<file path="config.mk">
export PLATFORM = sky130hd
export DESIGN_NAME = axi_rom_read_arbiter
export DESIGN_NICKNAME = d
export VERILOG_FILES = /design/src/rtl/axi_rom_read_arbiter.sv
export SDC_FILE = /design/constraint.sdc
export NUM_CORES = 1
export LEC_CHECK = 0
export BUFFER_PORTS_ARGS = -buffer_cell sky130_fd_sc_hd__buf_4
export CAP_MARGIN = 25
export CORE_AREA = 2 2 99 101
export CTS_BUF_LIST = sky130_fd_sc_hd__clkbuf_8
export DETAILED_ROUTE_END_ITERATION = 10
export DIE_AREA = 0 0 101 103
export PLACE_DENSITY_LB_ADDON = 0.08
export SETUP_SLACK_MARGIN = 0.05
export SLEW_MARGIN = 25
export SYNTH_ARGS = -nofsm -noshare
export SYNTH_HDL_FRONTEND = slang
export SYNTH_SLANG_ARGS = --single-unit
</file>
<file path="constraint.sdc">
create_clock -name clk -period 1.5 [get_ports clk]
set_clock_uncertainty 0.1 [all_clocks]
set_input_delay 0.075 -clock clk [delete_from_list [all_inputs] [get_ports clk]]
set_output_delay 0.075 -clock clk [all_outputs]
set_load 0.02 [all_outputs]
</file>
<file path="src/rtl/axi_rom_read_arbiter.sv">
// Two-master round-robin read arbiter in front of a single AXI4-Lite ROM slave.
// One transaction in flight at a time; out-of-window reads are answered locally with SLVERR.
module axi_rom_read_arbiter #(
    parameter int unsigned ROM_BYTES = 4096,
    parameter logic [31:0] ROM_BASE  = 32'h0000_0000,
    parameter logic [31:0] ERR_DATA  = 32'h0000_0000
) (
    input  logic        clk,
    input  logic        rst_n,
    input  logic [31:0] s0_araddr,
    input  logic        s0_arvalid,
    output logic        s0_arready,
    output logic [31:0] s0_rdata,
    output logic [1:0]  s0_rresp,
    output logic        s0_rvalid,
    input  logic        s0_rready,
    input  logic [31:0] s1_araddr,
    input  logic        s1_arvalid,
    output logic        s1_arready,
    output logic [31:0] s1_rdata,
    output logic [1:0]  s1_rresp,
    output logic        s1_rvalid,
    input  logic        s1_rready,
    output logic [31:0] m_araddr,
    output logic        m_arvalid,
    input  logic        m_arready,
    input  logic [31:0] m_rdata,
    input  logic        m_rvalid,
    output logic        m_rready
);

    typedef enum logic [1:0] {IDLE, ADDR, DATA, ERESP} state_t;

    localparam logic [32:0] WIN_LO = {1'b0, ROM_BASE};
    localparam logic [32:0] WIN_HI = {1'b0, ROM_BASE} + 33'(ROM_BYTES);

    state_t      state_q, state_d;
    logic        last_q, last_d;
    logic        gnt_q, gnt_d;
    logic [31:0] lat_addr_q, lat_addr_d;
    logic        m_arvalid_q, m_arvalid_d;
    logic [31:0] m_araddr_q, m_araddr_d;

    logic        any_req;
    logic        win;
    logic        idle_open;
    logic [31:0] sel_addr;
    logic [32:0] sel_addr_ext;
    logic        in_win;
    logic        gnt_rready;
    logic        resp_valid;
    logic [31:0] resp_data;
    logic [1:0]  resp_code;

    // A tie goes to the master that was not served last.
    always_comb begin
        any_req      = s0_arvalid || s1_arvalid;
        win          = (s0_arvalid && s1_arvalid) ? ~last_q : s1_arvalid;
        idle_open    = (state_q == IDLE) && rst_n;
        s0_arready   = idle_open && s0_arvalid && !win;
        s1_arready   = idle_open && s1_arvalid && win;
        sel_addr     = win ? s1_araddr : s0_araddr;
        sel_addr_ext = {1'b0, sel_addr};
        in_win       = (sel_addr_ext >= WIN_LO) && (sel_addr_ext < WIN_HI);
        gnt_rready   = gnt_q ? s1_rready : s0_rready;
    end

    always_comb begin
        state_d     = state_q;
        last_d      = last_q;
        gnt_d       = gnt_q;
        lat_addr_d  = lat_addr_q;
        m_arvalid_d = m_arvalid_q;
        m_araddr_d  = m_araddr_q;
        case (state_q)
            IDLE: begin
                if (any_req) begin
                    gnt_d      = win;
                    lat_addr_d = sel_addr;
                    if (in_win) begin
                        state_d     = ADDR;
                        m_arvalid_d = 1'b1;
                        m_araddr_d  = sel_addr;
                    end else begin
                        state_d = ERESP;
                    end
                end
            end
            ADDR: begin
                m_araddr_d = lat_addr_q;
                if (m_arready) begin
                    m_arvalid_d = 1'b0;
                    state_d     = DATA;
                end
            end
            DATA: begin
                if (m_rvalid && gnt_rready) begin
                    last_d  = gnt_q;
                    state_d = IDLE;
                end
            end
            ERESP: begin
                if (gnt_rready) begin
                    last_d  = gnt_q;
                    state_d = IDLE;
                end
            end
            default: state_d = IDLE;
        endcase
    end

    always_ff @(posedge clk or negedge rst_n) begin
        if (!rst_n) begin
            state_q     <= IDLE;
            last_q      <= 1'b1;
            gnt_q       <= 1'b0;
            lat_addr_q  <= '0;
            m_arvalid_q <= 1'b0;
            m_araddr_q  <= '0;
        end else begin
            state_q     <= state_d;
            last_q      <= last_d;
            gnt_q       <= gnt_d;
            lat_addr_q  <= lat_addr_d;
            m_arvalid_q <= m_arvalid_d;
            m_araddr_q  <= m_araddr_d;
        end
    end

    // ROM data is passed straight through; only the granted master sees a response.
    always_comb begin
        resp_valid = ((state_q == DATA) && m_rvalid) || (state_q == ERESP);
        resp_data  = (state_q == ERESP) ? ERR_DATA : ((state_q == DATA) ? m_rdata : 32'h0);
        resp_code  = (state_q == ERESP) ? 2'b10 : 2'b00;
        s0_rvalid  = 1'b0;
        s0_rdata   = '0;
        s0_rresp   = '0;
        s1_rvalid  = 1'b0;
        s1_rdata   = '0;
        s1_rresp   = '0;
        if (gnt_q) begin
            s1_rvalid = resp_valid;
            s1_rdata  = resp_data;
            s1_rresp  = resp_code;
        end else begin
            s0_rvalid = resp_valid;
            s0_rdata  = resp_data;
            s0_rresp  = resp_code;
        end
        m_rready = (state_q == DATA) && gnt_rready;
    end

    assign m_arvalid = m_arvalid_q;
    assign m_araddr  = m_araddr_q;

endmodule

</file>
==> impl_metrics.yaml <==
outcome:
  status: "finished with violations"
  violations: "negative setup slack"
min_path:
  holdCritStartpoint: "m_rvalid"
  hp-class: "in2reg"
  holdPathStages: 4
logic_synthesis:
  ys_seq_elements: 69
  synth_area_um2: 3720
  syn-instance-count: 404
  yosysMostFrequentCell: "nand2_1"
  avgSynthCellArea_um2: 9.20
  synth_top_area_cell: "dfrtp_1"
  ys_seq_area_share_pct: 46.5
  synthFlopType: "dfrtp_1"
  synthArstFlopShare_pct: 100
  synth_edf_count: 0
  synth_top_area_share_pct: 45.8
  netlist_top_cells_count: "nand2_1, dfrtp_1, and2_1"
  synthTopCellsByArea: "dfrtp_1, mux2i_1, and2_1, nand2_1, o21ai_0"
  synth.distinct_cells: 31
  yosys_warnings: 0
clock_tree:
  cts_buffer_depth: 2
  clock_sinks: 69
  clk_pin_slew_ns: 0.07
  htreeDepth: 3
  insertion_delay_ns: 0.35
  root_buffer: "clkbuf_8"
  cts_made_buffers: 9
  tritoncts: "done"
grt:
  antenna_found_initial: 0
  grt_max_degree: 69
  grt_pass1_vias: 4217
  grt.total_usage_pct: 26.1
  grt_pass1_wl_um: 21000
  grt_overflow_total: 0
setup_path:
  worstReg2RegEnd: "m_araddr[9]"
  crit_required_ns: 1.66
  cp-startpoint: "state_q[1]"
  cpPeakStageDelay_ns: 0.44
  r2r_start: "state_q[1]"
  cpMaxStageDelayCell: "dfrtp_1"
  path_buf_inv: 2
  r2r_slack_ns: -0.35
  end_kind: "flip-flop"
  rr_worst_depth: 7
  startpoint_type: "flip-flop"
  cp-endpoint: "m_araddr[9]"
  crit_family: "simple AND/OR/NAND/NOR gates"
  cp_num_cells: 7
  crit_chain: "buf_6, nor4_4, nand4_1, nor2_2, o22a_4, buf_12, mux2i_1"
  worstPathArrival_ns: 2.01
  cp_max_fo: 8
  criticalPathCategory: "reg2reg"
timing:
  timing.hold.ws_ns: 0.0678
  post-route-period-util_pct: 123
  period_minus_slack_ns: 1.85
  drv_slew: 0
  fmax_mhz: 541
  layout_setup_ws_ns: -0.349
  hold_viol_final: 0
  rsz0062_at_grt: "yes"
  relSlewSlack_pct: 61.5
  worst_slew_pin_slew_ns: 0.572
  setup_viol: 132
power:
  peakVddDrop_mv: 0.864
  p_total_uw: 12400
  power_leakage_uw: 0.00360
  powerDensity_nw_per_um2: 1620
floorplan:
  core-area_um2: 9460
  pin_count: 210
  die_area_um2: 10400
  initial_core_util_pct: 39.3
  num_rows: 36
  die_y_um: 103
  die_w_um: 101
detailed_routing:
  dr.first_iter.drc_count: 102
  vias: 4194
  wl_per_cell_um: 18.2
  first_pass_iters: 4
  antenna_left: 0
  drc: 0
  wl_um: 15000
  viasPerCell: 5.08
layout:
  area_growth_pct: 106
  antennaDiodeCount: 0
  postLayoutCellArea_um2: 7680
  final_util_pct: 81.2
  nNetsFinal: 810
  drive_gt1_share_pct: 56.5
run:
  maxCapViolations: 0
placement:
  dpl_cell_area_um2: 5680
  routabilityCongestion: 0.837
  port_buffers: 207
  detailed_place_hpwl_um: 8560
[layout by cell type, fill, tap and decap left out, types with 4 or more instances in the layout]
master | synthesis | layout
nand2_1 | 77 | 77
and2_4 | 0 | 9
o21ai_2 | 0 | 4
a21oi_2 | 0 | 17
mux2i_4 | 0 | 22
buf_12 | 1 | 18
clkbuf_16 | 0 | 5
clkbuf_8 | 0 | 9
mux2i_1 | 57 | 34
buf_4 | 5 | 159
buf_6 | 1 | 71
nor2_1 | 14 | 9
dlygate4sd3_1 | 0 | 68
and2_2 | 0 | 54
dfrtp_1 | 68 | 66
nor4_1 | 7 | 6
o21ai_1 | 0 | 29
[metal layers]
layer | vias up | GRT usage, % | part of all wire, %
li1 | 1962 | - | -
met1 | 2057 | 30.7 | 39
met2 | 142 | 47.5 | 55
met3 | 33 | 5.49 | 4.2
met4 | 0 | 8.94 | 2.3
met5 | - | 0 | 0
[registers in the layout (all words and copies together), names as in the netlist]
name	cells
gnt_q	1
last_q	1
lat_addr_q	32
m_araddr	32
m_arvalid	1
state_q	2
[cell families after synthesis]
kind of cell,after synthesis,share of synthesized area (%)
buf+inv,34,4.71
flops,69,46.5
mux,57,15.3
compound gates,65,9.42
other cells,1,0.101
simple gates,178,23.9
[worst min-delay path by stage]
stage / to / slack (ns)
after floorplan: gnt_q / -0.32
after global placement: last_q / -0.02
after detailed placement: last_q / -0.01
after CTS: last_q / 0.07
after global routing: last_q / 0.10
final: last_q / 0.07
[repair_timing]
item / CTS / global route
resized for setup: 132 / 98
hold buffers: 68 / 0
buffers inserted: 14 / 4
pin swaps: 24 / 8
endpoints found under the setup margin: 138 / 138
hold endpoints to repair: 115 / 0
cloned: 4 / 4
[worst min-delay path, delay by kind of cell]
family | cells | cell delay (ns)
AO/OA/AOI/OAI | 2 | 0.18
AND/OR/NAND/NOR | 1 | 0.11
buffers and inverters | 1 | 0.10
[where the power goes]
group / total (uW) / switching (uW) / internal, uW
Combinational: 7660 / 3780 / 3880
Sequential: 3300 / 571 / 2730
Clock: 1470 / 714 / 758
Total: 12400 / 5070 / 7360
[cell type report]
| class | count | area (um2) |
|---|---|---|
| clock inverter | 7 | 67.6 |
| sequential | 69 | 1730 |
| clock buffer | 9 | 124 |
| timing repair buffer | 322 | 3190 |
| fill | 556 | 1780 |
| multi-input combinational | 302 | 2420 |
| inverter | 2 | 7.51 |
| tap | 114 | 143 |
[stage by stage]
step / instances / worst slack (ns) / setup TNS [ns]
finish: 825 / -0.349 / -30.13
global route: 825 / -0.407 / -38.99
CTS: 823 / -0.276 / -25.44
detailed placement: 722 / -0.294 / -10.57
global placement: 722 / -0.277 / -9.12
floorplan: 405 / -0.168 / -4.24
No activity file was read; power rests on OpenSTA's default activity.
